===== src/rtl/hgcal_fc_orbit_tracker.sv =====
// Receive-side orbit tracker: follows BX/orbit from decoded OS/OCR fast commands,
// acquires lock after consecutive aligned OS strobes and reports misalignment.
module hgcal_fc_orbit_tracker #(
  parameter int LOCK_COUNT = 3,
  parameter int MISS_LIMIT = 2
) (
  input  logic        clk40,
  input  logic        reset,
  input  logic        enable,
  input  logic        os_strobe,
  input  logic        ocr_strobe,
  input  logic [11:0] bx_target,
  input  logic [11:0] orbit_length,
  output logic [11:0] bx_count,
  output logic [31:0] orbit_count,
  output logic        locked,
  output logic        os_err,
  output logic [15:0] err_count,
  output logic        cfg_err
);

  localparam int GW = (LOCK_COUNT > 1) ? $clog2(LOCK_COUNT + 1) : 1;
  localparam int MW = (MISS_LIMIT > 1) ? $clog2(MISS_LIMIT + 1) : 1;

  typedef enum logic [1:0] {
    ST_UNLOCKED = 2'd0,
    ST_ALIGNING = 2'd1,
    ST_LOCKED   = 2'd2
  } state_t;

  state_t          state_q, state_d;
  logic [GW-1:0]   good_q, good_d;
  logic [MW-1:0]   miss_q, miss_d;
  logic [11:0]     bx_q, bx_d;
  logic [31:0]     orbit_q, orbit_d;
  logic [15:0]     err_count_q, err_count_d;
  logic            locked_q, locked_d;
  logic            os_err_q, os_err_d;

  logic [11:0]     last_bx;
  logic [11:0]     bx_realign;
  logic            bx_wrap;
  logic            os_hit;
  logic            ocr_hit;
  logic            at_slot;
  logic            aligned;
  logic            realign;

  assign cfg_err = (bx_target >= orbit_length);

  always_comb begin
    last_bx    = orbit_length - 12'd1;
    bx_wrap    = (bx_q == last_bx) || (bx_q >= orbit_length);
    // The strobe cycle itself counts as bx_target, so the next cycle is one past it.
    bx_realign = (bx_target == last_bx) ? 12'd0 : bx_target + 12'd1;
    os_hit     = enable && os_strobe;
    ocr_hit    = enable && ocr_strobe;
    at_slot    = (bx_q == bx_target) && !cfg_err;
    aligned    = os_hit && at_slot;
  end

  always_comb begin
    state_d  = state_q;
    good_d   = good_q;
    miss_d   = miss_q;
    realign  = 1'b0;
    os_err_d = 1'b0;

    if (!enable) begin
      state_d = ST_UNLOCKED;
      good_d  = '0;
      miss_d  = '0;
    end else begin
      case (state_q)
        ST_UNLOCKED: begin
          if (os_hit) begin
            realign = 1'b1;
            good_d  = GW'(1);
            state_d = ST_ALIGNING;
          end
        end

        ST_ALIGNING: begin
          if (aligned) begin
            good_d = good_q + GW'(1);
            if (int'(good_q) + 1 >= LOCK_COUNT) begin
              state_d = ST_LOCKED;
              miss_d  = '0;
            end
          end else if (os_hit) begin
            realign  = 1'b1;
            good_d   = GW'(1);
            os_err_d = 1'b1;
          end
        end

        ST_LOCKED: begin
          if (aligned) begin
            miss_d = '0;
          end else if (os_hit) begin
            realign  = 1'b1;
            good_d   = GW'(1);
            os_err_d = 1'b1;
            state_d  = ST_ALIGNING;
          end else if (at_slot) begin
            // Expected OS slot passed with no strobe.
            if (int'(miss_q) + 1 >= MISS_LIMIT) begin
              state_d  = ST_UNLOCKED;
              miss_d   = '0;
              good_d   = '0;
              os_err_d = 1'b1;
            end else begin
              miss_d = miss_q + MW'(1);
            end
          end
        end

        default: begin
          state_d = ST_UNLOCKED;
          good_d  = '0;
          miss_d  = '0;
        end
      endcase
    end
  end

  always_comb begin
    if (realign) begin
      bx_d = bx_realign;
    end else if (bx_wrap) begin
      bx_d = 12'd0;
    end else begin
      bx_d = bx_q + 12'd1;
    end

    // OCR wins over a wrap in the same cycle; a realign landing on 0 is also a wrap.
    if (ocr_hit) begin
      orbit_d = 32'd0;
    end else if (enable && (bx_d == 12'd0)) begin
      orbit_d = orbit_q + 32'd1;
    end else begin
      orbit_d = orbit_q;
    end

    if (os_err_d && (err_count_q != 16'hFFFF)) begin
      err_count_d = err_count_q + 16'd1;
    end else begin
      err_count_d = err_count_q;
    end

    locked_d = (state_d == ST_LOCKED);
  end

  always_ff @(posedge clk40 or negedge reset) begin
    if (!reset) begin
      state_q     <= ST_UNLOCKED;
      good_q      <= '0;
      miss_q      <= '0;
      bx_q        <= '0;
      orbit_q     <= '0;
      err_count_q <= '0;
      locked_q    <= 1'b0;
      os_err_q    <= 1'b0;
    end else begin
      state_q     <= state_d;
      good_q      <= good_d;
      miss_q      <= miss_d;
      bx_q        <= bx_d;
      orbit_q     <= orbit_d;
      err_count_q <= err_count_d;
      locked_q    <= locked_d;
      os_err_q    <= os_err_d;
    end
  end

  assign bx_count    = bx_q;
  assign orbit_count = orbit_q;
  assign locked      = locked_q;
  assign os_err      = os_err_q;
  assign err_count   = err_count_q;

endmodule


===== config.mk =====
export PLATFORM = sky130hd
export DESIGN_NAME = hgcal_fc_orbit_tracker
export DESIGN_NICKNAME = d
export VERILOG_FILES = /design/src/rtl/hgcal_fc_orbit_tracker.sv
export SDC_FILE = /design/constraint.sdc
export NUM_CORES = 1
export LEC_CHECK = 0
export BUFFER_PORTS_ARGS = -buffer_cell sky130_fd_sc_hd__buf_2
export CORE_ASPECT_RATIO = 1.25
export CORE_MARGIN = 8
export CORE_UTILIZATION = 62
export DETAILED_ROUTE_END_ITERATION = 7
export PLACE_DENSITY = 0.87
export SKIP_CTS_REPAIR_TIMING = 1
export SLEW_MARGIN = 20
export SYNTH_ARGS = -nofsm -noshare
export SYNTH_HDL_FRONTEND = slang
export SYNTH_SLANG_ARGS = --single-unit

===== constraint.sdc =====
create_clock -name clk40 -period 5.7 [get_ports clk40]
set_input_delay 0.57 -clock clk40 [delete_from_list [all_inputs] [get_ports clk40]]
set_output_delay 0.57 -clock clk40 [all_outputs]
set_load 0.05 [all_outputs]

# [Word-level counts from Yosys, hierarchy flattened]
# Cells that the tools add are included.
[totals] ff_bits=68 latch_bits=0 ramBits=0 romBits=0 inputBits=29 out_inout_bits=63 elab_cells=90 mem_count=0
[classes] add_sub_neg=9 mul=0 div=0 order_cmp=4 n_eq_ne=15 shifts=0 muxes=40 n_bitwise=0 n_reduce_logical=14
[op_table] cell="$mux 32" count=2
[op_table] cell="$mux 2" count=22
[op_table] cell="$eq 12x12->1" count=3
[op_table] cell="$mux 12" count=3
[op_table] cell="$add 32x1->32 const B" count=1
[op_table] cell="$add 12x1->12 const B" count=2
[op_table] cell="$ge 12x12->1" count=2
[op_table] cell="$pmux 2 s3" count=3
[op_table] cell="$add 16x1->16 const B" count=1
[op_table] cell="$ne 16x16->1 const B" count=1
[op_table] cell="$ne 4x4->1 const B" count=4
[op_table] cell="$logic_not 12->1" count=1
[op_table] cell="$sub 12x1->12 const B" count=1
[op_table] cell="$ne 3x3->1 const B" count=3
[op_table] cell="$mux 1" count=8
[op_table] cell="$add 2x1->3 const B" count=2
[op_table] cell="$ge 3x2->1 const B" count=2
[op_table] cell="$logic_and 1x1->1" count=6
[op_table] cell="$reduce_and 5->1" count=1
[op_table] cell="$add 2x1->2 const B" count=2
[op_table] cell="$eq 2x2->1 const B" count=2
[op_table] cell="$pmux 1 s2" count=2
[op_table] cell="$reduce_and 3->1" count=1
[op_table] cell="$eq 2x1->1 const B" count=1
[op_table] cell="6 further kinds" count=6

# [Logic depth before layout (Yosys ltp)]
[logic_depth] depth_word=12 ltp_mapped=14 ltp_nobuf=11

# [Least setup slack after synthesis]
# OpenSTA, ideal clock, no wires.
[synth_timing] kind="input-to-reg" start="input orbit_length[1]" end="register orbit_q[20] (netlist: orbit_count[20])" setup_time_ns=0.078 t_arrival_ns=3.775 required_ns=5.622 setup_slack_ns=1.847 cell_stages=12 cell_sequence="inv_1 -> ha_1 -> nor3b_1 -> nand3_1 -> xnor2_1 -> or4_1 -> or4_4 -> nand3_4 -> o21ai_4 -> buf_6 -> or4_1 -> a21oi_1"
[synth_via] elab_chain_cells=11
[synth_rtl] item="start: declaration" line_no="13" rtl="input logic [11:0] orbit_length,"
[synth_rtl] item="$ge 12x12->1" line_no="49" rtl="assign cfg_err = (bx_target >= orbit_length);"
[synth_rtl] item="$logic_not 1->1" line_no="58" rtl="at_slot = (bx_q == bx_target) && !cfg_err;"
[synth_rtl] item="$logic_and 1x1->1" line_no="58"
[synth_rtl] item="$logic_and 1x1->1" line_no="59" rtl="aligned = os_hit && at_slot;"
[synth_rtl] item="$mux 1" line_no="84" rtl="if (aligned) begin"
[synth_rtl] item="$pmux 1 s2" line_no="74" rtl="case (state_q)"
[synth_rtl] item="$mux 1" line_no="69" rtl="if (!enable) begin"
[synth_rtl] item="$mux 12 (*)" line_no="128" rtl="if (realign) begin"
[synth_rtl] item="$logic_not 12->1 (*)" line_no="139" rtl="end else if (enable && (bx_d == 12'd0)) begin"
[synth_rtl] item="$logic_and 1x1->1 (*)" line_no="139"
[synth_rtl] item="$reduce_bool 2->1 (no source line) (*)"
[synth_rtl] item="end signal: assignment" line_no="169" rtl="orbit_q <= orbit_d;"
[synth_rtl] item="end: declaration" line_no="35" rtl="logic [31:0] orbit_q, orbit_d;"
# Mark *: on every way between the ends. The rest lies on a longest branch, timed or not.
# A chain may end at the register's enable or synchronous reset.

# [Worst setup path in the final report]
[layout_timing] start="input orbit_length[1]" end="register orbit_q[17] (netlist: orbit_count[17])"
# The elaborated chain is that of the path after synthesis.

==> flow_summary.yaml <==
power:
  total_leakage_power_nw: 2.81
  powerDensity_nw_per_um2: 270
  power.ir.vdd_worst_mv: 0.237
  post-layout-total-power_mw: 1.72
synthesis:
  syn_nets: 743
  most_used_dff_post_synth: "sky130_fd_sc_hd__dfrtp_1"
  synth-seq-area-share_pct: 30.4
  synth.ff_latch_count: 68
  netlist_top_cells_area: "sky130_fd_sc_hd__dfrtp_1, sky130_fd_sc_hd__ha_1, sky130_fd_sc_hd__xnor2_1"
  syn_area_per_cell_um2: 8.27
  yosys_warnings: 0
  post-synth-top-area-cell: "sky130_fd_sc_hd__dfrtp_1"
  syn-instance-count: 678
  netlist.area_leader.share_pct: 30.4
  netlist-cell-type-count: 60
  postSynth.asyncResetShare_pct: 100
  synth-edff-count: 0
  netlist_area_um2: 5610
global_routing:
  grt_antenna_before_repair: 0
  grt_max_degree: 69
  grt_pass1_vias: 5555
  grt_overflow: 0
  gr-usage-all-layers_pct: 26.5
  grt_first_pass_wirelength_um: 26400
placed_design:
  place.detailed.hpwl_um: 11900
  gp_congestion: 0.957
  place.port_buffers: 91
  placement.setup.worst_slack_ps: 1400
floorplanning:
  die_outline_area_um2: 12400
  die_x_um: 101
  dieHeight_um: 122
  initial_utilization_pct: 62.4
  coreArea_um2: 8980
  design.portCount: 92
  num_rows: 39
timing:
  fin_tns_setup_ps: 0
  fin_crit_sh_pct: 69.7
  timing.clock.skew_ps: 4.64
  post-route-worst-setup-slack_ps: 1730
  fmax_mhz: 252
  final.hold.worst_slack_ps: 415
  rsz_0062_raised_after_global_routing: "no"
  slew_violations: 0
  timing.final.setup_violations: 0
  slew_at_the_pin_closest_to_its_max_slew_limit_ps: 1000
  period_minus_slack_ps: 3970
  final_hold_viol_count: 0
  slew_headroom_pct: 33.2
clock_tree:
  cts_sinks: 68
  clockRootBuffer: "sky130_fd_sc_hd__clkbuf_16"
  ctsLongestPathBuffers: 2
  number_of_levels_the_h_tree_was_split_into: 3
  clk_pin_slew_ps: 50
  tritoncts.num_buffers: 9
  worst_skew_late_latency_ps: 330
  cts_tree: "built"
setup_path:
  cp.buffers_inverters: 3
  worst-endpoint-required_ps: 5950
  worstPathCellList: "buf_2 -> inv_1 -> ha_1 -> or3b_1 -> o21ai_0 -> a21oi_1 -> or4_1 -> or4_4 -> nand3_4 -> o21ai_4 -> buf_16 -> or4_1 -> a21oi_1"
  critical_path.startpoint: "orbit_length[1]"
  r2r-start: "bx_count[0]$_DFF_PN0_"
  cp_slowest_stage_delay_ps: 580
  critical-path-slowest-cell: "sky130_fd_sc_hd__or4_4"
  worst_setup_path_end_kind: "flop"
  arrival_ps: 4220
  worstSetupStartpointType: "input port"
  worst_path_dominant_cell_family: "simple AND/OR/NAND/NOR gates"
  cp_max_fo: 42
  crit_type: "in2reg"
run:
  drv_cap: 0
detailed_routing:
  dr_pass1_iterations: 5
  iteration_0_drc_count_of_the_detailed_router: 380
  ant_nets: 0
  dr_total_vias: 5630
  wl_um: 16100
  viasPerCell: 6.48
  drcViolationCount: 0
  routedWlPerCell_um: 18.6
finish:
  fill_cells: 714
  n_antenna_cell: 0
  area.growth.synth_to_final_pct: 13.7
  drive_gt1_share_pct: 16.6
  net_count_final: 807
status:
  run_status: "finished, final reports clean"
min_path:
  hold_class: "in2async"
## per-stage QoR
step                cells  area (µm²)  util [%]
global route          869        6370      71.0
finish                869        6370      71.0
global placement      853        6060      67.5
floorplan             678        5610         -
CTS                   868        6350      70.7
detailed placement    853        6060      67.5
## final timing paths
path	end	slack (ps)	cells past startpoint
min reg2reg	err_count[15]$_DFFE_PN0P_	490	1
min	err_count[4]$_DFFE_PN0P_	420	2
min in group clk40	err_count[15]$_DFFE_PN0P_	490	1
max in group asynchronous	bx_count[2]$_DFF_PN0_	4720	2
max	orbit_count[17]$_DFFE_PN0P_	1730	13
max reg2reg	orbit_count[6]$_DFFE_PN0P_	2140	12
## logic make-up (layout without fill, tap and decap cells)
group	after synthesis	count (layout)	share of synthesized area, %
AOI/OAI and AO/OA	157	157	17.8
xor gates and xnor gates	70	70	11.2
adders and majority gates	36	36	8.04
buffers and inverters	71	139	5.09
DFF	68	68	30.4
muxes	7	7	1.32
and+or+nand+nor	269	269	26.2
## power breakdown
group | leakage (nW) | switching [mW] | internal [mW]
clock network | 0.145 | 0.194 | 0.339
registers | 0.933 | 0.0975 | 0.515
logic | 1.74 | 0.374 | 0.201
## per-layer routing
metal | track usage, % | up-vias | routed length, µm
met3 | 5.62 | 57 | 1050
met4 | 16.1 | 0 | 757
met2 | 45.7 | 246 | 8130
met1 | 29.2 | 2701 | 6200
met5 | 0 | - | 0
li1 | - | 2626 | -
## synthesized netlist by cell type (3+ instances only)
master,count
sky130_fd_sc_hd__nor2b_1,3
sky130_fd_sc_hd__mux2_2,3
sky130_fd_sc_hd__dfrtp_1,68
sky130_fd_sc_hd__or2_2,5
sky130_fd_sc_hd__o22ai_1,9
sky130_fd_sc_hd__a21oi_1,52
sky130_fd_sc_hd__a22oi_1,3
sky130_fd_sc_hd__or3_1,14
sky130_fd_sc_hd__nor4_1,10
sky130_fd_sc_hd__nand2b_1,6
sky130_fd_sc_hd__o211ai_1,6
sky130_fd_sc_hd__nor3_1,23
sky130_fd_sc_hd__nand4b_1,4
sky130_fd_sc_hd__o31ai_1,18
sky130_fd_sc_hd__and4_1,3
sky130_fd_sc_hd__nand2_1,60
sky130_fd_sc_hd__ha_1,36
sky130_fd_sc_hd__mux2i_1,4
sky130_fd_sc_hd__and2_1,9
sky130_fd_sc_hd__nor3b_1,4
sky130_fd_sc_hd__xnor2_1,50
sky130_fd_sc_hd__and3_1,15
sky130_fd_sc_hd__nand3_1,36
sky130_fd_sc_hd__nand4_1,20
sky130_fd_sc_hd__o21a_1,4
sky130_fd_sc_hd__or4_1,21
sky130_fd_sc_hd__inv_1,30
sky130_fd_sc_hd__xor2_1,19
sky130_fd_sc_hd__o41ai_1,4
sky130_fd_sc_hd__a21o_1,3
sky130_fd_sc_hd__buf_2,3
sky130_fd_sc_hd__nor2_1,29
sky130_fd_sc_hd__o21ai_0,32
sky130_fd_sc_hd__buf_1,3
sky130_fd_sc_hd__clkbuf_1,33
## worst register-to-register path, cell delays in order (launching register included)
cell	delay, ps
sky130_fd_sc_hd__dfrtp_1	490
sky130_fd_sc_hd__inv_1	120
sky130_fd_sc_hd__ha_1	310
sky130_fd_sc_hd__nor3b_1	200
sky130_fd_sc_hd__nor2_1	70
sky130_fd_sc_hd__o31ai_1	370
sky130_fd_sc_hd__a21oi_1	150
sky130_fd_sc_hd__a211oi_1	490
sky130_fd_sc_hd__nand3_4	260
sky130_fd_sc_hd__o21ai_4	440
sky130_fd_sc_hd__buf_16	240
sky130_fd_sc_hd__o21ai_0	160
sky130_fd_sc_hd__a21oi_1	170
## layout make-up
cell class	instances	area (µm²)	area share, %
Clock buffer	14	284	4.46
Multi-Input combinational cell	539	3620	56.8
Tap cell	123	154	2.41
Clock inverter	1	5.00	0.0785
Timing Repair Buffer	94	498	7.81
Sequential cell	68	1700	26.7
Inverter	30	113	1.77
## registers in the layout (all words and copies together), names as in the netlist
signal       cells
bx_count        12
err_count       16
good_q           2
locked           1
miss_q           2
orbit_count     32
os_err           1
state_q          2
## cells in the final DEF (no fill, tap or decap), types with 5 or more instances in the layout
master,synthesis,layout
sky130_fd_sc_hd__or2_2,5,5
sky130_fd_sc_hd__buf_2,3,91
sky130_fd_sc_hd__xor2_1,19,19
sky130_fd_sc_hd__o22ai_1,9,9
sky130_fd_sc_hd__ha_1,36,36
sky130_fd_sc_hd__or4_1,21,21
sky130_fd_sc_hd__nand2b_1,6,6
sky130_fd_sc_hd__dfrtp_1,68,68
sky130_fd_sc_hd__nor4_1,10,10
sky130_fd_sc_hd__nor3_1,23,23
sky130_fd_sc_hd__nor2_1,29,29
sky130_fd_sc_hd__o211ai_1,6,6
sky130_fd_sc_hd__o21ai_0,32,32
sky130_fd_sc_hd__nand3_1,36,36
sky130_fd_sc_hd__inv_1,30,30
sky130_fd_sc_hd__o31ai_1,18,18
sky130_fd_sc_hd__and2_1,9,9
sky130_fd_sc_hd__xnor2_1,50,50
sky130_fd_sc_hd__nand4_1,20,20
sky130_fd_sc_hd__a21oi_1,52,52
sky130_fd_sc_hd__clkbuf_16,0,9
sky130_fd_sc_hd__or3_1,14,14
sky130_fd_sc_hd__and3_1,15,15
sky130_fd_sc_hd__nand2_1,60,60
Note: power is estimated with default switching activity, not from simulation.
